File: src/rtl/excompress_if.sv
// Handshake bundle between the uncompressed word source, the compressor and the
// downstream consumer of compressed words.
interface excompress_if;
   logic        i_stb;
   logic        o_busy;
   logic [34:0] i_word;
   logic        o_stb;
   logic        i_busy;
   logic [34:0] o_word;
   logic        o_active;

   modport master (
      output i_stb, i_word, i_busy,
      input  o_busy, o_stb, o_word, o_active
   );

   modport slave (
      input  i_stb, i_word, i_busy,
      output o_busy, o_stb, o_word, o_active
   );
endinterface

File: src/rtl/excompress.sv
// Debug-bus word compressor: shortens addresses against a running reference and
// writes against an 8-entry history mirroring the receiver's table.
module excompress #(
   parameter bit OPT_LOWPOWER = 1'b0
) (
   input logic         i_clk,
   input logic         i_reset_n,
   excompress_if.slave bus
);

   typedef logic [7:0][31:0] hist_t;

   logic        stb_q, stb_d;
   logic [34:0] word_q, word_d;
   logic [29:0] ref_addr_q, ref_addr_d;
   logic        ref_inc_q, ref_inc_d;
   logic        ref_valid_q, ref_valid_d;
   hist_t       hist_q, hist_d;
   logic [3:0]  nvalid_q, nvalid_d;

   logic        busy, accept;
   logic [29:0] a, d;
   logic [31:0] data;
   logic [11:0] count, cnt_m1, cnt_m17;
   logic        hit;
   logic [2:0]  hit_k;
   logic        d_s2, a_s7, d_s7, a_s14, d_s14, w_s9, w_s16;
   logic [34:0] enc;

   assign busy         = stb_q && bus.i_busy;
   assign accept       = bus.i_stb && !busy;
   assign bus.o_busy   = busy;
   assign bus.o_stb    = stb_q;
   assign bus.o_active = stb_q;
   assign bus.o_word   = (OPT_LOWPOWER && !stb_q) ? 35'd0 : word_q;

   assign a    = bus.i_word[31:2];
   assign d    = a - ref_addr_q;
   assign data = bus.i_word[31:0];

   // A field fits an N-bit signed range when every bit above N-1 equals the sign.
   assign d_s2  = (&d[29:1])  || !(|d[29:1]);
   assign a_s7  = (&a[29:6])  || !(|a[29:6]);
   assign d_s7  = (&d[29:6])  || !(|d[29:6]);
   assign a_s14 = (&a[29:13]) || !(|a[29:13]);
   assign d_s14 = (&d[29:13]) || !(|d[29:13]);
   assign w_s9  = (&data[31:8])  || !(|data[31:8]);
   assign w_s16 = (&data[31:15]) || !(|data[31:15]);

   always_comb begin
      count = bus.i_word[11:0];
      if (count == 12'd0) begin
         count = 12'd1;
      end else if (count > 12'd2064) begin
         count = 12'd2064;
      end
      cnt_m1  = count - 12'd1;
      cnt_m17 = count - 12'd17;
   end

   // Walk from oldest to newest so the smallest matching index wins.
   always_comb begin
      hit   = 1'b0;
      hit_k = 3'd0;
      for (int k = 7; k >= 0; k--) begin
         if ((4'(k) < nvalid_q) && (hist_q[k] == data)) begin
            hit   = 1'b1;
            hit_k = 3'(k);
         end
      end
   end

   always_comb begin
      enc         = 35'd0;
      stb_d       = stb_q;
      word_d      = word_q;
      ref_addr_d  = ref_addr_q;
      ref_inc_d   = ref_inc_q;
      ref_valid_d = ref_valid_q;
      hist_d      = hist_q;
      nvalid_d    = nvalid_q;

      unique case (bus.i_word[34:33])
         2'b00: begin
            if (ref_valid_q && d_s2) begin
               enc = {4'b0010, d[1:0], bus.i_word[0], 28'd0};
            end else if (a_s7) begin
               enc = {6'b001100, a[6:0], bus.i_word[0], 21'd0};
            end else if (ref_valid_q && d_s7) begin
               enc = {6'b001101, d[6:0], bus.i_word[0], 21'd0};
            end else if (a_s14) begin
               enc = {6'b001110, a[13:0], bus.i_word[0], 14'd0};
            end else if (ref_valid_q && d_s14) begin
               enc = {6'b001111, d[13:0], bus.i_word[0], 14'd0};
            end else begin
               enc = {bus.i_word[34:2], 1'b0, bus.i_word[0]};
            end
         end
         2'b01: begin
            if (hit && !hit_k[2]) begin
               enc = {5'b01100, hit_k[1:0], 28'd0};
            end else if (w_s9) begin
               enc = {5'b01110, data[8:0], 21'd0};
            end else if (hit) begin
               enc = {5'b01101, 6'd0, hit_k, 21'd0};
            end else if (w_s16) begin
               enc = {5'b01111, data[15:0], 14'd0};
            end else begin
               enc = {3'b010, data};
            end
         end
         2'b10: begin
            if (count <= 12'd16) begin
               enc = {3'b100, cnt_m1[3:0], 28'd0};
            end else begin
               enc = {3'b101, cnt_m17[10:0], 21'd0};
            end
         end
         2'b11: enc = {bus.i_word[34:28], 28'd0};
      endcase

      if (accept) begin
         stb_d  = 1'b1;
         word_d = enc;
         unique case (bus.i_word[34:33])
            2'b00: begin
               ref_addr_d  = a;
               ref_inc_d   = bus.i_word[0];
               ref_valid_d = 1'b1;
            end
            2'b01: begin
               ref_addr_d = ref_addr_q + {29'd0, ref_inc_q};
               // Only forms the receiver can't resolve from its table get inserted.
               if (!hit && !w_s9) begin
                  hist_d = {hist_q[6:0], data};
                  if (nvalid_q != 4'd8) begin
                     nvalid_d = nvalid_q + 4'd1;
                  end
               end
            end
            2'b10: ref_addr_d = ref_addr_q + (ref_inc_q ? {18'd0, count} : 30'd0);
            2'b11: ref_valid_d = 1'b0;
         endcase
      end else if (!bus.i_busy) begin
         stb_d = 1'b0;
      end
   end

   always_ff @(posedge i_clk or negedge i_reset_n) begin
      if (!i_reset_n) begin
         stb_q       <= 1'b0;
         word_q      <= 35'd0;
         ref_addr_q  <= 30'd0;
         ref_inc_q   <= 1'b0;
         ref_valid_q <= 1'b0;
         hist_q      <= '0;
         nvalid_q    <= 4'd0;
      end else begin
         stb_q       <= stb_d;
         word_q      <= word_d;
         ref_addr_q  <= ref_addr_d;
         ref_inc_q   <= ref_inc_d;
         ref_valid_q <= ref_valid_d;
         hist_q      <= hist_d;
         nvalid_q    <= nvalid_d;
      end
   end

endmodule
File: src/flat_wrapper.sv
// flat-port wrapper written by rule: the top's interface ports become plain ports
module excompress_flat 
#(
   parameter bit OPT_LOWPOWER = 1'b0
)
  (i_clk, i_reset_n, bus_i_stb, bus_i_word, bus_i_busy, bus_o_busy, bus_o_stb, bus_o_word, bus_o_active);
  excompress_if bus_i ();
  input logic i_clk;
  input logic i_reset_n;
  input wire logic [$bits(bus_i.i_stb)-1:0] bus_i_stb;
  input wire logic [$bits(bus_i.i_word)-1:0] bus_i_word;
  input wire logic [$bits(bus_i.i_busy)-1:0] bus_i_busy;
  output wire logic [$bits(bus_i.o_busy)-1:0] bus_o_busy;
  output wire logic [$bits(bus_i.o_stb)-1:0] bus_o_stb;
  output wire logic [$bits(bus_i.o_word)-1:0] bus_o_word;
  output wire logic [$bits(bus_i.o_active)-1:0] bus_o_active;
  assign bus_i.i_stb = bus_i_stb;
  assign bus_i.i_word = bus_i_word;
  assign bus_i.i_busy = bus_i_busy;
  assign bus_o_busy = bus_i.o_busy;
  assign bus_o_stb = bus_i.o_stb;
  assign bus_o_word = bus_i.o_word;
  assign bus_o_active = bus_i.o_active;
  excompress #(.OPT_LOWPOWER(OPT_LOWPOWER)) u_core (.i_clk(i_clk), .i_reset_n(i_reset_n), .bus(bus_i));
endmodule
File: config.mk
export PLATFORM = sky130hd
export DESIGN_NAME = excompress_flat
export DESIGN_NICKNAME = d
export VERILOG_FILES = /design/src/rtl/excompress_if.sv /design/src/rtl/excompress.sv /design/src/flat_wrapper.sv
export SDC_FILE = /design/constraint.sdc
export NUM_CORES = 1
export LEC_CHECK = 0
export BUFFER_PORTS_ARGS = -buffer_cell sky130_fd_sc_hd__buf_4
export CORE_MARGIN = 1
export CORE_UTILIZATION = 55
export CTS_BUF_LIST = sky130_fd_sc_hd__clkbuf_8
export DETAILED_ROUTE_END_ITERATION = 8
export PLACE_DENSITY = 0.72
export SLEW_MARGIN = 0
export SYNTH_ARGS = -nofsm -noshare
export SYNTH_HDL_FRONTEND = slang
export SYNTH_SLANG_ARGS = --single-unit
export TNS_END_PERCENT = 1
File: constraint.sdc
create_clock -name i_clk -period 9.4 [get_ports i_clk]
set_input_delay 0.47 -clock i_clk [delete_from_list [all_inputs] [get_ports i_clk]]
set_output_delay 0.47 -clock i_clk [all_outputs]
set_load 0.005 [all_outputs]
==> flow_summary.html, run 1 <==
<table>
<tr><th>Metric</th><th>Value</th></tr>
<tr><th colspan="2">Outcome</th></tr>
<tr><td>Outcome</td><td>complete, but fails checks</td></tr>
<tr><td>Violated checks</td><td>design-rule violations</td></tr>
<tr><th colspan="2">Yosys</th></tr>
<tr><td>Yosys warning count</td><td>0</td></tr>
<tr><td>Proportion of synthesized chip area in sequential cells</td><td>0.398</td></tr>
<tr><td>Arithmetic-cell share of the synthesized area counting full adders, half adders and majority gates</td><td>0.0322</td></tr>
<tr><td>Avg Inst Size Synth</td><td>roughly 10 um^2</td></tr>
<tr><td>Proportion of register bits with asynchronous set or reset after synthesis</td><td>1.00</td></tr>
<tr><td>Mux share of post-synthesis cell area</td><td>0.149</td></tr>
<tr><td>Register bit total from synthesis</td><td>328</td></tr>
<tr><td>Count of unique library cells instantiated by Yosys</td><td>93</td></tr>
<tr><td>Syn Nets</td><td>approximately 2.2k</td></tr>
<tr><td>Combined area of all synthesized cells</td><td>~21000 um^2</td></tr>
<tr><td>Post-synth EDFFs</td><td>0</td></tr>
<tr><td>Count of mapped cells out of synthesis</td><td>approximately 2.1k</td></tr>
<tr><td>Post-synth top flop</td><td>dfrtp_1</td></tr>
<tr><td>Post-synthesis xor/xnor area fraction</td><td>0.123</td></tr>
<tr><td>Dominant combinational cell family by area after synthesis</td><td>multiplexers</td></tr>
<tr><td>Compound-Gate Fraction of Synth Area</td><td>0.126</td></tr>
<tr><td>Simple-gate area share of the yosys netlist</td><td>0.129</td></tr>
<tr><th colspan="2">Layout</th></tr>
<tr><td>Proportion of layout cells with a drive suffix above 1</td><td>0.220</td></tr>
<tr><td>Net count, final</td><td>roughly 2.2k</td></tr>
<tr><td>Area used by multi-input combinational logic</td><td>11500 um^2</td></tr>
<tr><td>Sequential cell area</td><td>roughly 8200 um^2</td></tr>
<tr><td>Layout Area Growth over Synthesis</td><td>8.66%</td></tr>
<tr><td>Antenna diode count</td><td>0</td></tr>
<tr><td>Count of filler cells inserted in the layout</td><td>roughly 3.1k</td></tr>
<tr><th colspan="2">CTS</th></tr>
<tr><td>PostCTS Resize Cnt</td><td>0</td></tr>
<tr><td>CTS tree</td><td>built</td></tr>
<tr><td>Number of post-CTS setup repair buffers</td><td>0</td></tr>
<tr><td>Hold_buf cts</td><td>1</td></tr>
<tr><td>H-tree Lvls</td><td>2</td></tr>
<tr><td>Clock latency on the worst-skew pair</td><td>0.68 ns</td></tr>
<tr><td>Number of buffers on the longest clock path</td><td>3</td></tr>
<tr><td>Clk pin slew, worst setup/hold paths</td><td>about 0.060 ns</td></tr>
<tr><td>Root Buffer Master</td><td>clkbuf_8</td></tr>
<tr><td>CTS buffer count</td><td>56</td></tr>
<tr><td>CTS sink count</td><td>between 300 and 400</td></tr>
<tr><th colspan="2">GRT</th></tr>
<tr><td>Met2 GRT Util</td><td>0.542</td></tr>
<tr><td>First-pass GRT wire length</td><td>just under 100000 um</td></tr>
<tr><td>Number of antenna violations at the first check in global routing</td><td>1</td></tr>
<tr><td>M1 GR Usage</td><td>0.450</td></tr>
<tr><td>Global-route congestion overflow total</td><td>0</td></tr>
<tr><td>Total routing usage reported by global routing</td><td>0.336</td></tr>
<tr><td>Vias in the first global route</td><td>16.4k</td></tr>
<tr><td>Most crowded layer after global routing</td><td>met2</td></tr>
<tr><td>Global Route met3 Usage</td><td>0.0497</td></tr>
<tr><td>Pin count of the biggest net entering global routing</td><td>136</td></tr>
<tr><th colspan="2">Die</th></tr>
<tr><td>Area of the die</td><td>38300 um^2</td></tr>
<tr><td>Area of the core region</td><td>about 37000 um^2</td></tr>
<tr><td>Initial core utilization</td><td>0.561</td></tr>
<tr><td>Placement Rows</td><td>70</td></tr>
<tr><td>Die extent in x</td><td>slightly below 200 um</td></tr>
<tr><td>Boundary pin count</td><td>between 70 and 80</td></tr>
<tr><td>Chip height</td><td>196 um</td></tr>
<tr><th colspan="2">Min path</th></tr>
<tr><td>Origin of the worst min-delay path</td><td>bus_i_stb</td></tr>
<tr><td>Worst hold-check path type</td><td>in -&gt; reg</td></tr>
<tr><th colspan="2">Drt</th></tr>
<tr><td>Via density per instance</td><td>roughly 6.4</td></tr>
<tr><td>DRC</td><td>1</td></tr>
<tr><td>Total wire length</td><td>around 64000 um</td></tr>
<tr><td>Wire length per cell after detailed routing</td><td>24.7 um</td></tr>
<tr><td>Detailed Routing Iterations Pass 1</td><td>8</td></tr>
<tr><td>Starting DRC count in detailed routing</td><td>around 1.5k</td></tr>
<tr><td>Total via count after detailed routing</td><td>approximately 16k</td></tr>
<tr><td>Final antenna-violating net count</td><td>0</td></tr>
<tr><th colspan="2">STA</th></tr>
<tr><td>Sum Neg Setup Slack</td><td>0 ns</td></tr>
<tr><td>Final number of hold-violating endpoints</td><td>0</td></tr>
<tr><td>Worst slew margin relative to its limit</td><td>0.152</td></tr>
<tr><td>Tmin final</td><td>around 4.6 ns</td></tr>
<tr><td>Highest clock frequency the design can meet</td><td>218 MHz</td></tr>
<tr><td>Slew at the pin closest to its max-slew limit</td><td>approximately 1.3 ns</td></tr>
<tr><td>Final Cycle Share</td><td>0.488</td></tr>
<tr><td>Setup repair after global routing missed its margin</td><td>false</td></tr>
<tr><td>Count of endpoints failing setup in the final report</td><td>0</td></tr>
<tr><td>Layout Skew</td><td>between 0.05 and 0.06 ns</td></tr>
<tr><td>Number of pins with negative max-slew slack in the final report</td><td>0</td></tr>
<tr><th colspan="2">Setup path</th></tr>
<tr><td>Worst setup path startpoint</td><td>u_core.ref_addr_q[23]</td></tr>
<tr><td>Crit. End Element</td><td>register</td></tr>
<tr><td>Startpoint of the worst register-to-register path</td><td>u_core.ref_addr_q[23]</td></tr>
<tr><td>Path type of the worst setup path</td><td>reg -&gt; reg</td></tr>
<tr><td>Data required, critical path</td><td>slightly below 10 ns</td></tr>
<tr><td>Critical-path maximum fanout</td><td>14</td></tr>
<tr><td>Data arrival time at the worst-slack endpoint</td><td>roughly 5 ns</td></tr>
<tr><td>Startpoint class of the critical path</td><td>register</td></tr>
<tr><th colspan="2">Power</th></tr>
<tr><td>Power per unit of standard cell area</td><td>between 200 and 250 nW/um^2</td></tr>
<tr><td>Leakage power</td><td>roughly 0.01 uW</td></tr>
<tr><td>Total power of the final layout</td><td>5560 uW</td></tr>
<tr><td>Peak supply drop</td><td>0.166 mV</td></tr>
<tr><th colspan="2">Placement</th></tr>
<tr><td>GPL Wtd Cong</td><td>roughly 1</td></tr>
<tr><td>DP Wirelength</td><td>44000 um</td></tr>
<tr><td>Number of port buffers</td><td>between 70 and 80</td></tr>
<tr><th colspan="2">Flow run</th></tr>
<tr><td>Maxcap violations</td><td>0</td></tr>
</table>
[routing by layer]
layer	share of wire	wire, um	vias to the layer above
li1	-	-	7385
met5	0	0	-
met3	0.073	4670	166
met4	0.040	2520	0
met1	0.42	26600	8158
met2	0.47	29900	730
[cell type report]
type	count	share of cell area
clock buffer	73	0.0448
clock inverter	24	0.00664
inverter	61	0.0102
multi-input combinational	1535	0.515
sequential	328	0.366
tap	468	0.0261
timing repair buffer	91	0.0315
[where the power goes]
part           leakage [uW]  switching [uW]  internal, uW
clock network      0.000657             604           721
registers           0.00418             501          1860
logic               0.00508             986           887
total               0.00992            2090          3470
[critical path, cell delays in order, from the launching register on]
cell,delay [ns]
dfrtp_1,0.38
inv_1,0.08
ha_1,0.53
nand2_1,0.15
o21ai_0,0.45
a211oi_1,0.11
o41ai_1,0.50
or3_1,0.22
nand2_1,0.10
and4bb_2,0.33
a32o_1,0.45
nand2_4,0.23
a21bo_2,0.29
a21oi_2,0.48
a21oi_1,0.10
[placed cells by master (no fill, tap or decap), types with 16 or more instances in the layout]
cell type  count
a21oi_1      118
inv_1         73
nand3_1       42
a22oi_1       19
clkbuf_8      73
xnor2_1      196
mux2_2       254
xor2_1        93
nand2_1      153
ha_1          50
nand4_1       66
nor3_1        41
buf_4         88
o21ai_0       79
nor4_1        36
a31oi_1       16
nor2_1        93
o211ai_1      16
mux2i_1       20
dfrtp_1      328
[state kept, by name (all words and copies together) (netlist names)]
name,flops
u_core.bus.o_active,1
u_core.ref_inc_q,1
u_core.bus.o_word,35
u_core.nvalid_q,4
u_core.ref_valid_q,1
u_core.hist_q,256
u_core.ref_addr_q,30
[final timing paths]
kind                                    endpoint  slack (ns)  cells after the start
setup / recovery            u_core.bus.o_word[9]        4.82                     14
hold / removal               u_core.bus.o_active        0.06                      2
setup reg to reg            u_core.bus.o_word[9]        4.82                     14
hold reg to reg            u_core.bus.o_word[18]        0.50                      2
max in group asynchronous      u_core.hist_q[50]        6.66                      4
min in group asynchronous  u_core.bus.o_word[22]        0.41                      2
[metrics by stage]
step / setup slack (ns) / cells / util / hold slack, ns / cell area (um^2)
global route: 4.47 / 2580 / 0.610 / 0.0590 / 22400
floorplan: 5.28 / 2066 / - / 0.174 / 20600
detailed placement: 4.24 / 2482 / 0.578 / 0.479 / 21300
finish: 4.82 / 2580 / 0.610 / 0.0620 / 22400
global placement: 4.35 / 2482 / 0.578 / 0.475 / 21300
CTS: 4.86 / 2580 / 0.610 / 0.0351 / 22400
[kinds of logic (layout without fill, tap and decap cells)]
family,after synthesis,count (layout)
AND/OR/NAND/NOR,525,525
XOR/XNOR,289,289
multiplexers,275,275
AO/OA/AOI/OAI,394,394
flip-flops,328,328
adder cells (fa/ha/maj),52,52
buffers and inverters,203,249
[cells in the mapped netlist (all sizes together) (39+ instances only)]
cell type	instances	area, um^2
nand3	43	228
dfrtp	328	8210
nor4	39	263
nand2	155	589
a21oi	126	676
nand4	66	413
mux2	255	2880
inv	58	218
clkbuf	50	189
xor2	93	815
xnor2	196	1720
nor3	43	225
o21ai	89	449
buf	92	478
nor2	95	359
ha	50	626
(Power assumes the default switching activity.)
==> inputs of run 2 (changes only) <==
clock period = 4.65 ns   (was 9.4 ns; I/O delays follow)
==> run 2 against run 1 <==
Against the previous run:
- the run now ends clean
- final area is 2.0% higher
- clock skew fell by 0.035 ns
- power up 100%
- die area unchanged
- routed wire length rose by 2.7%
- sequential power rose by 100%
- count of clock-buffer cells in the layout shrank 10
- combinational power rose by 110%
- first-iteration DRC count up 0.40%
- clock power up 93%
- global-route usage rose by 0.92 points
- core utilization grew 1.2 points
- critical endpoint is now u_core.bus.o_word[28]
- highest routed layer unchanged
==> flow_summary.html, run 2 (synthesis gave the netlist of run 1 again) <==
<table>
<tr><th>Metric</th><th>Value</th></tr>
<tr><th colspan="2">Layout</th></tr>
<tr><td>Final core area utilization</td><td>0.622 (was 0.610)</td></tr>
<tr><td>Antenna diode count</td><td>0 (unchanged)</td></tr>
<tr><td>Count of filler cells inserted in the layout</td><td>3029 (was 3137)</td></tr>
<tr><td>Max FFs per register</td><td>256 (unchanged)</td></tr>
<tr><td>Sequential cell area</td><td>8210 um^2 (unchanged)</td></tr>
<tr><td>Most common library cell in the layout ignoring fill and taps</td><td>dfrtp_1 (unchanged)</td></tr>
<tr><td>Cell area after layout</td><td>22900 um^2 (was 22400 um^2)</td></tr>
<tr><td>Proportion of layout cells with a drive suffix above 1</td><td>0.231 (was 0.220)</td></tr>
<tr><td>Layout Area Growth over Synthesis</td><td>10.9% (was 8.66%)</td></tr>
<tr><td>Final std cells w/o fill</td><td>2634 (was 2580)</td></tr>
<tr><td>Area used by multi-input combinational logic</td><td>11600 um^2 (was 11500 um^2)</td></tr>
<tr><td>Net count, final</td><td>2216 (was 2164)</td></tr>
<tr><td>Register name with the most flops</td><td>u_core.hist_q (unchanged)</td></tr>
<tr><td>Leading cell types in the layout, fill and taps excluded</td><td>dfrtp_1, mux2_2, xnor2_1, nand2_1, buf_4 (was dfrtp_1, mux2_2, xnor2_1, nand2_1, a21oi_1)</td></tr>
<tr><th colspan="2">STA</th></tr>
<tr><td>Worst slew margin relative to its limit</td><td>0.477 (was 0.152)</td></tr>
<tr><td>Setup repair after global routing missed its margin</td><td>false (unchanged)</td></tr>
<tr><td>Tmin final</td><td>approximately 4.3 ns</td></tr>
<tr><td>Slew at the pin closest to its max-slew limit</td><td>0.783 ns (was 1.27 ns)</td></tr>
<tr><td>Final number of hold-violating endpoints</td><td>0 (unchanged)</td></tr>
<tr><td>Layout Skew</td><td>0.0224 ns (was 0.0576 ns)</td></tr>
<tr><td>Count of endpoints failing setup in the final report</td><td>0 (unchanged)</td></tr>
<tr><td>Highest clock frequency the design can meet</td><td>around 230 MHz</td></tr>
<tr><td>Number of pins with negative max-slew slack in the final report</td><td>0 (unchanged)</td></tr>
<tr><td>Final Cycle Share</td><td>0.930</td></tr>
<tr><td>Sum Neg Setup Slack</td><td>0 ns (unchanged)</td></tr>
<tr><th colspan="2">Setup path</th></tr>
<tr><td>Cell chain of the critical path</td><td>dlygate4sd3_1 -&gt; buf_4 -&gt; clkinv_1 -&gt; ha_1 -&gt; fa_1 -&gt; nand2b_1 -&gt; a21oi_4 -&gt; nor2_1 -&gt; o41ai_2 -&gt; xor2_1 -&gt; or3_1 -&gt; nand4b_1 -&gt; or4_4 -&gt; o22ai_4 -&gt; a21oi_1 -&gt; a211oi_2 -&gt; a221o_1 (was inv_1 -&gt; ha_1 -&gt; nand2_1 -&gt; o21ai_0 -&gt; a211oi_1 -&gt; o41ai_1 -&gt; or3_1 -&gt; nand2_1 -&gt; and4bb_2 -&gt; a32o_1 -&gt; nand2_4 -&gt; a21bo_2 -&gt; a21oi_2 -&gt; a21oi_1)</td></tr>
<tr><td>Startpoint class of the critical path</td><td>input pin (was register)</td></tr>
<tr><td>Worst path top cell family by delay</td><td>compound AO/OA/AOI/OAI gates (unchanged)</td></tr>
<tr><td>Data required, critical path</td><td>5.23 ns (was 9.88 ns)</td></tr>
<tr><td>Startpoint of the worst register-to-register path</td><td>u_core.ref_addr_q[7] (was u_core.ref_addr_q[23])</td></tr>
<tr><td>Endpoint of the lowest-slack register-to-register path</td><td>u_core.bus.o_word[11] (was u_core.bus.o_word[9])</td></tr>
<tr><td>Critical-path maximum fanout</td><td>8 (was 14)</td></tr>
<tr><td>Data arrival time at the worst-slack endpoint</td><td>4.91 ns (was 5.06 ns)</td></tr>
<tr><td>Maximum single-stage delay on the critical path</td><td>0.57 ns (was 0.53 ns)</td></tr>
<tr><td>Crit. End Element</td><td>register (unchanged)</td></tr>
<tr><td>Standard cell with the maximum stage delay on the critical path</td><td>or4_4 (was ha_1)</td></tr>
<tr><td>Reg-to-reg slack, setup</td><td>0.33 ns (was 4.82 ns)</td></tr>
<tr><td>Number of buffer and inverter stages on the critical path</td><td>3 (was 1)</td></tr>
<tr><td>Count of cells along the worst register-to-register path</td><td>14 (unchanged)</td></tr>
<tr><td>Path type of the worst setup path</td><td>in -&gt; reg (was reg -&gt; reg)</td></tr>
<tr><th colspan="2">GRT</th></tr>
<tr><td>Number of antenna violations at the first check in global routing</td><td>0 (was 1)</td></tr>
<tr><td>Vias in the first global route</td><td>16.8k (was 16.4k)</td></tr>
<tr><td>Pin count of the biggest net entering global routing</td><td>134 (was 136)</td></tr>
<tr><td>Global-route congestion overflow total</td><td>0 (unchanged)</td></tr>
<tr><td>First-pass GRT wire length</td><td>100000 um (was 97600 um)</td></tr>
<tr><td>Total routing usage reported by global routing</td><td>0.345 (was 0.336)</td></tr>
<tr><th colspan="2">Placement</th></tr>
<tr><td>GPL Wtd Cong</td><td>0.962 (was 0.999)</td></tr>
<tr><td>Number of port buffers</td><td>76 (unchanged)</td></tr>
<tr><td>Placed instance area</td><td>21700 um^2 (was 21300 um^2)</td></tr>
<tr><td>Number of placed cells counting well taps</td><td>2527 (was 2482)</td></tr>
<tr><td>DP Wirelength</td><td>46400 um (was 44000 um)</td></tr>
<tr><th colspan="2">CTS</th></tr>
<tr><td>Clk pin slew, worst setup/hold paths</td><td>0.06 ns (about the same)</td></tr>
<tr><td>Number of buffers on the longest clock path</td><td>3 (unchanged)</td></tr>
<tr><td>Clock latency on the worst-skew pair</td><td>0.66 ns (was 0.68 ns)</td></tr>
<tr><td>CTS buffer count</td><td>55 (was 56)</td></tr>
<tr><td>H-tree Lvls</td><td>2 (unchanged)</td></tr>
<tr><td>Root Buffer Master</td><td>clkbuf_8 (unchanged)</td></tr>
<tr><td>CTS sink count</td><td>328 (unchanged)</td></tr>
<tr><td>Number of post-CTS setup repair buffers</td><td>0 (unchanged)</td></tr>
<tr><td>CTS tree</td><td>built (unchanged)</td></tr>
<tr><th colspan="2">Power</th></tr>
<tr><td>Peak supply drop</td><td>0.372 mV (was 0.166 mV)</td></tr>
<tr><td>Leakage power</td><td>0.0102 uW (was 0.00992 uW)</td></tr>
<tr><td>Power per unit of standard cell area</td><td>489 nW/um^2 (was 248 nW/um^2)</td></tr>
<tr><td>Total power of the final layout</td><td>11200 uW (was 5560 uW)</td></tr>
<tr><th colspan="2">Die</th></tr>
<tr><td>Area of the core region</td><td>36800 um^2 (unchanged)</td></tr>
<tr><td>Area of the die</td><td>38300 um^2 (unchanged)</td></tr>
<tr><td>Die extent in x</td><td>196 um (unchanged)</td></tr>
<tr><td>Placement Rows</td><td>70 (unchanged)</td></tr>
<tr><td>Boundary pin count</td><td>77 (unchanged)</td></tr>
<tr><td>Initial core utilization</td><td>0.561 (unchanged)</td></tr>
<tr><td>Chip height</td><td>196 um (unchanged)</td></tr>
<tr><th colspan="2">Drt</th></tr>
<tr><td>Final antenna-violating net count</td><td>0 (unchanged)</td></tr>
<tr><td>Total via count after detailed routing</td><td>16.8k (was 16.4k)</td></tr>
<tr><td>Via density per instance</td><td>6.37 (about the same)</td></tr>
<tr><td>Total wire length</td><td>65500 um (was 63800 um)</td></tr>
<tr><td>Detailed Routing Iterations Pass 1</td><td>6 (was 8)</td></tr>
<tr><td>Starting DRC count in detailed routing</td><td>1490 (was 1484)</td></tr>
<tr><td>DRC</td><td>0 (was 1)</td></tr>
<tr><td>Wire length per cell after detailed routing</td><td>24.9 um (was 24.7 um)</td></tr>
<tr><th colspan="2">Flow run</th></tr>
<tr><td>Maxcap violations</td><td>0 (unchanged)</td></tr>
<tr><th colspan="2">Outcome</th></tr>
<tr><td>Outcome</td><td>completed (was complete, but fails checks)</td></tr>
<tr><th colspan="2">Min path</th></tr>
<tr><td>Worst hold-check path type</td><td>in -&gt; reg (unchanged)</td></tr>
<tr><td>Origin of the worst min-delay path</td><td>bus_i_word[31] (was bus_i_stb)</td></tr>
<tr><td>Hold Crit Endpoint</td><td>u_core.hist_q[31] (was u_core.bus.o_active)</td></tr>
<tr><td>Worst hold stages</td><td>3 (was 2)</td></tr>
</table>
-- run 2: cell count changes in the layout (fill, tap and decap cells not counted), sizes merged --
cell         delta
buf            +45
inv            +13
clkbuf         -10
dlygate4sd3     +8
clkinv          -5
clkinvlp        +2
bufinv          +1
-- run 2: worst reg2reg max path: stages, from the launching register on --
cell and delay [ns]:
dfrtp_1 0.40, inv_1 0.07, ha_1 0.47, and4_1 0.23, o21ai_0 0.07, o21bai_1 0.21, o211ai_1 0.49, a31oi_1 0.19
xnor2_1 0.48, nor2b_1 0.25, a32o_1 0.36, nand2_4 0.22, a21bo_2 0.33, a21oi_4 0.34, a21oi_1 0.09
-- run 2: cell type report --
class,count,share of cell area
clock buffers,63,0.0379
clock inverters,35,0.00957
inverters,61,0.0100
multi-input cells,1535,0.505
flip-flops and latches,328,0.359
well taps,468,0.0256
repair buffers,144,0.0529
-- run 2: power by group --
part | switching, uW | internal, uW | total [uW]
Clock | 1220 | 1350 | 2570
Sequential | 1010 | 3770 | 4780
Combinational | 2010 | 1840 | 3850
Total | 4240 | 6960 | 11200
-- run 2: per-layer routing --
| metal | part of all wire | GRT usage |
|---|---|---|
| met1 | 0.42 | 0.459 |
| met2 | 0.47 | 0.561 |
| met3 | 0.068 | 0.0542 |
| met5 | 0 | 0 |
| met4 | 0.041 | 0.150 |
-- run 2: worst max path at each step --
stage          slack [ns]  cells after the start                    end             startpoint
2_1_floorplan        0.76                     15  u_core.bus.o_word[28]          bus_i_word[2]
3_3_place_gp          0.1                     16  u_core.bus.o_word[28]          bus_i_word[2]
3_5_place_dp         0.11                     16  u_core.bus.o_word[28]          bus_i_word[2]
4_1_cts              0.25                     16  u_core.bus.o_word[28]          bus_i_word[2]
5_1_grt              0.13                     15  u_core.bus.o_word[12]  u_core.ref_addr_q[13]
6_report             0.32                     17  u_core.bus.o_word[28]          bus_i_word[2]
-- run 2: what timing repair did --
| action | CTS | global route |
|---|---|---|
| setup endpoints to repair | 0 | 12 |
| endpoints found under the hold margin | 93 | 0 |
| hold buffers | 9 | 0 |
| resized for setup | 0 | 3 |
-- run 2: stage by stage --
step | setup WS, ns | hold WS, ns
global route | 0.134 | 0.0640
global placement | 0.0962 | 0.305
CTS | 0.249 | 0.0430
finish | 0.325 | 0.0640
detailed placement | 0.114 | 0.313
floorplan | 0.765 | -0.0631
==> inputs of run 3 (changes only) <==
CORE_UTILIZATION = 65   (was 55)
PLACE_DENSITY = 0.83   (was 0.72)
==> run 3 against run 2 <==
Against the previous run:
- register-to-register slack better by 0.02 ns
- global-route usage is 6.5 points higher
- flip-flop and latch count stayed put
- count of clock-buffer cells in the layout is 2 lower
- first-iteration DRC count is 31% higher
- clock skew is 0.017 ns higher
- clock power is 3% lower
- final cell count is 3.2% lower
- routed wire length is 1.4% higher
- non-clock buffer count is 12 lower
- highest routed layer is now met5
==> flow_summary.html, run 3 (synthesis gave the netlist of run 1 again) <==
<table>
<tr><th>Metric</th><th>Value</th></tr>
<tr><th colspan="2">CTS</th></tr>
<tr><td>Clk pin slew, worst setup/hold paths</td><td>0.06 ns (about the same)</td></tr>
<tr><td>CTS tree</td><td>built (unchanged)</td></tr>
<tr><td>CTS buffer count</td><td>53 (was 55)</td></tr>
<tr><td>H-tree Lvls</td><td>2 (unchanged)</td></tr>
<tr><td>Root Buffer Master</td><td>clkbuf_8 (unchanged)</td></tr>
<tr><td>Clock latency on the worst-skew pair</td><td>0.63 ns (was 0.66 ns)</td></tr>
<tr><td>Number of post-CTS setup repair buffers</td><td>0 (unchanged)</td></tr>
<tr><td>CTS sink count</td><td>328 (unchanged)</td></tr>
<tr><td>Number of buffers on the longest clock path</td><td>3 (unchanged)</td></tr>
<tr><th colspan="2">Setup path</th></tr>
<tr><td>Maximum single-stage delay on the critical path</td><td>0.58 ns (was 0.57 ns)</td></tr>
<tr><td>Data required, critical path</td><td>5.11 ns (was 5.23 ns)</td></tr>
<tr><td>Most frequent cell on the critical path</td><td>a21oi_1</td></tr>
<tr><td>Count of cells along the worst register-to-register path</td><td>14 (unchanged)</td></tr>
<tr><td>Path type of the worst setup path</td><td>in -&gt; reg (unchanged)</td></tr>
<tr><td>Endpoint of the lowest-slack register-to-register path</td><td>u_core.bus.o_word[10] (was u_core.bus.o_word[11])</td></tr>
<tr><td>Cell chain of the critical path</td><td>dlygate4sd3_1 -&gt; buf_4 -&gt; o41ai_4 -&gt; a31oi_2 -&gt; nor2_1 -&gt; and2_1 -&gt; ha_1 -&gt; a21o_1 -&gt; a21oi_1 -&gt; o21bai_1 -&gt; a21oi_1 -&gt; o21bai_1 -&gt; a21oi_1 -&gt; o211ai_1 -&gt; a21oi_1 -&gt; nand2b_1 -&gt; or3_1 -&gt; a21oi_1 -&gt; a2bb2oi_1 (was dlygate4sd3_1 -&gt; buf_4 -&gt; clkinv_1 -&gt; ha_1 -&gt; fa_1 -&gt; nand2b_1 -&gt; a21oi_4 -&gt; nor2_1 -&gt; o41ai_2 -&gt; xor2_1 -&gt; or3_1 -&gt; nand4b_1 -&gt; or4_4 -&gt; o22ai_4 -&gt; a21oi_1 -&gt; a211oi_2 -&gt; a221o_1)</td></tr>
<tr><td>Data arrival time at the worst-slack endpoint</td><td>4.90 ns (was 4.91 ns)</td></tr>
<tr><td>Critical-path maximum fanout</td><td>10 (was 8)</td></tr>
<tr><td>Reg-to-reg slack, setup</td><td>0.35 ns (was 0.33 ns)</td></tr>
<tr><td>Startpoint class of the critical path</td><td>input pin (unchanged)</td></tr>
<tr><td>Worst setup path startpoint</td><td>bus_i_word[2] (unchanged)</td></tr>
<tr><td>Startpoint of the worst register-to-register path</td><td>u_core.ref_addr_q[6] (was u_core.ref_addr_q[7])</td></tr>
<tr><td>Standard cell with the maximum stage delay on the critical path</td><td>dlygate4sd3_1 (was or4_4)</td></tr>
<tr><td>Crit. End Element</td><td>register (unchanged)</td></tr>
<tr><th colspan="2">Min path</th></tr>
<tr><td>Hold Crit Endpoint</td><td>u_core.ref_addr_q[1] (was u_core.hist_q[31])</td></tr>
<tr><td>Worst hold-check path type</td><td>in -&gt; reg (unchanged)</td></tr>
<tr><td>Origin of the worst min-delay path</td><td>bus_i_word[3] (was bus_i_word[31])</td></tr>
<tr><td>Worst hold stages</td><td>3 (unchanged)</td></tr>
<tr><th colspan="2">GRT</th></tr>
<tr><td>Pin count of the biggest net entering global routing</td><td>111 (was 134)</td></tr>
<tr><td>Total routing usage reported by global routing</td><td>0.410 (was 0.345)</td></tr>
<tr><td>Number of antenna violations at the first check in global routing</td><td>2 (was 0)</td></tr>
<tr><td>Vias in the first global route</td><td>17.5k (was 16.8k)</td></tr>
<tr><td>First-pass GRT wire length</td><td>102000 um (was 100000 um)</td></tr>
<tr><td>Global-route congestion overflow total</td><td>0 (unchanged)</td></tr>
<tr><th colspan="2">Layout</th></tr>
<tr><td>Final std cells w/o fill</td><td>2549 (was 2634)</td></tr>
<tr><td>Register name with the most flops</td><td>u_core.hist_q (unchanged)</td></tr>
<tr><td>Layout Area Growth over Synthesis</td><td>9.49% (was 10.9%)</td></tr>
<tr><td>Proportion of layout cells with a drive suffix above 1</td><td>0.228 (was 0.231)</td></tr>
<tr><td>Final core area utilization</td><td>0.731 (was 0.622)</td></tr>
<tr><td>Net count, final</td><td>2202 (was 2216)</td></tr>
<tr><td>Most common library cell in the layout ignoring fill and taps</td><td>dfrtp_1 (unchanged)</td></tr>
<tr><td>Cell area after layout</td><td>22600 um^2 (was 22900 um^2)</td></tr>
<tr><td>Max FFs per register</td><td>256 (unchanged)</td></tr>
<tr><td>Leading cell types in the layout, fill and taps excluded</td><td>dfrtp_1, mux2_2, xnor2_1, nand2_1 (was dfrtp_1, mux2_2, xnor2_1, nand2_1, buf_4)</td></tr>
<tr><th colspan="2">Drt</th></tr>
<tr><td>Wire length per cell after detailed routing</td><td>26.0 um (was 24.9 um)</td></tr>
<tr><td>Via density per instance</td><td>6.84 (was 6.37)</td></tr>
<tr><td>Total wire length</td><td>66300 um (was 65500 um)</td></tr>
<tr><td>Final antenna-violating net count</td><td>0 (unchanged)</td></tr>
<tr><td>Starting DRC count in detailed routing</td><td>1959 (was 1490)</td></tr>
<tr><td>Detailed Routing Iterations Pass 1</td><td>6 (unchanged)</td></tr>
<tr><td>DRC</td><td>0 (unchanged)</td></tr>
<tr><td>Total via count after detailed routing</td><td>17.4k (was 16.8k)</td></tr>
<tr><th colspan="2">Die</th></tr>
<tr><td>Area of the die</td><td>32500 um^2 (was 38300 um^2)</td></tr>
<tr><td>Chip height</td><td>180 um (was 196 um)</td></tr>
<tr><td>Initial core utilization</td><td>0.668 (was 0.561)</td></tr>
<tr><td>Die extent in x</td><td>180 um (was 196 um)</td></tr>
<tr><td>Area of the core region</td><td>30900 um^2 (was 36800 um^2)</td></tr>
<tr><td>Placement Rows</td><td>64 (was 70)</td></tr>
<tr><td>Boundary pin count</td><td>77 (unchanged)</td></tr>
<tr><th colspan="2">STA</th></tr>
<tr><td>Setup repair after global routing missed its margin</td><td>false (unchanged)</td></tr>
<tr><td>Layout Skew</td><td>0.0395 ns (was 0.0224 ns)</td></tr>
<tr><td>Final Cycle Share</td><td>0.955 (was 0.930)</td></tr>
<tr><td>Count of endpoints failing setup in the final report</td><td>0 (unchanged)</td></tr>
<tr><td>Final number of hold-violating endpoints</td><td>0 (unchanged)</td></tr>
<tr><td>Number of pins with negative max-slew slack in the final report</td><td>0 (unchanged)</td></tr>
<tr><td>Highest clock frequency the design can meet</td><td>225 MHz (was 231 MHz)</td></tr>
<tr><td>Tmin final</td><td>4.44 ns (was 4.33 ns)</td></tr>
<tr><td>Worst slew margin relative to its limit</td><td>0.153 (was 0.477)</td></tr>
<tr><td>Sum Neg Setup Slack</td><td>0 ns (unchanged)</td></tr>
<tr><td>Slew at the pin closest to its max-slew limit</td><td>1.27 ns (was 0.783 ns)</td></tr>
<tr><th colspan="2">Power</th></tr>
<tr><td>Leakage power</td><td>0.0101 uW (was 0.0102 uW)</td></tr>
<tr><td>Peak supply drop</td><td>0.469 mV (was 0.372 mV)</td></tr>
<tr><td>Power per unit of standard cell area</td><td>497 nW/um^2 (was 489 nW/um^2)</td></tr>
<tr><th colspan="2">Placement</th></tr>
<tr><td>Placed instance area</td><td>21400 um^2 (was 21700 um^2)</td></tr>
<tr><td>GPL Wtd Cong</td><td>0.973 (was 0.962)</td></tr>
<tr><td>DP Wirelength</td><td>45600 um (was 46400 um)</td></tr>
<tr><td>Number of port buffers</td><td>76 (unchanged)</td></tr>
<tr><td>Number of placed cells counting well taps</td><td>2442 (was 2527)</td></tr>
<tr><th colspan="2">Outcome</th></tr>
<tr><td>Outcome</td><td>completed (unchanged)</td></tr>
<tr><th colspan="2">Flow run</th></tr>
<tr><td>Maxcap violations</td><td>0 (unchanged)</td></tr>
</table>
## run 3: worst max-delay path by stage
stage / end / slack, ns / depth (start not counted)
2_1_floorplan: u_core.bus.o_word[28] / 0.76 / 15
3_3_place_gp: u_core.ref_addr_q[29] / 0.35 / 18
3_5_place_dp: u_core.ref_addr_q[27] / 0.30 / 18
4_1_cts: u_core.ref_addr_q[27] / 0.21 / 19
5_1_grt: u_core.ref_addr_q[29] / 0.07 / 19
6_report: u_core.ref_addr_q[29] / 0.21 / 19
## run 3: cell type report
class | instances | area (um^2)
multi-input cells | 1535 | 11600
fillers | 2110 | 8310
flip-flops and latches | 328 | 8210
repair buffers | 132 | 1060
clock buffers | 61 | 840
well taps | 396 | 495
inverters | 61 | 229
clock inverters | 34 | 201
diodes | 2 | 5.00
## run 3: metal layers
metal  GRT usage  share of wire  wire length [um]  vias to the layer above
li1            -              -                 -                     7478
met1       0.519           0.38             25200                     8618
met2       0.658           0.46             30500                     1044
met3      0.0786          0.096              6340                      303
met4       0.240          0.065              4300                        2
met5           0        0.00053                35                        -
## run 3: metrics by stage
stage	worst slack [ns]	hold WS [ns]	power, uW
after floorplan	0.765	-0.0631	7250
final	0.209	0.0589	11200
after detailed placement	0.300	0.339	8560
after global placement	0.350	0.331	8350
after global routing	0.0664	0.0550	11700
after CTS	0.211	0.0373	11100
## run 3: power by group
group | switching, uW | total (uW) | internal [uW] | leakage (uW)
logic | 2100 | 3920 | 1820 | 0.00529
registers | 1060 | 4830 | 3770 | 0.00418
clock network | 1220 | 2490 | 1270 | 0.000615
## run 3: repair_timing
action | 4_1_cts | 5_1_grt
gates resized for setup | 0 | 2
endpoints found under the setup margin | 0 | 7
hold buffers | 10 | 0
endpoints found under the hold margin | 113 | 0
## run 3: critical path, delay by kind of cell
kind	cells	cell delay, ns
buf+inv	2	0.80
fa+ha+maj	1	0.25
simple gates	4	1.04
compound gates	12	2.57
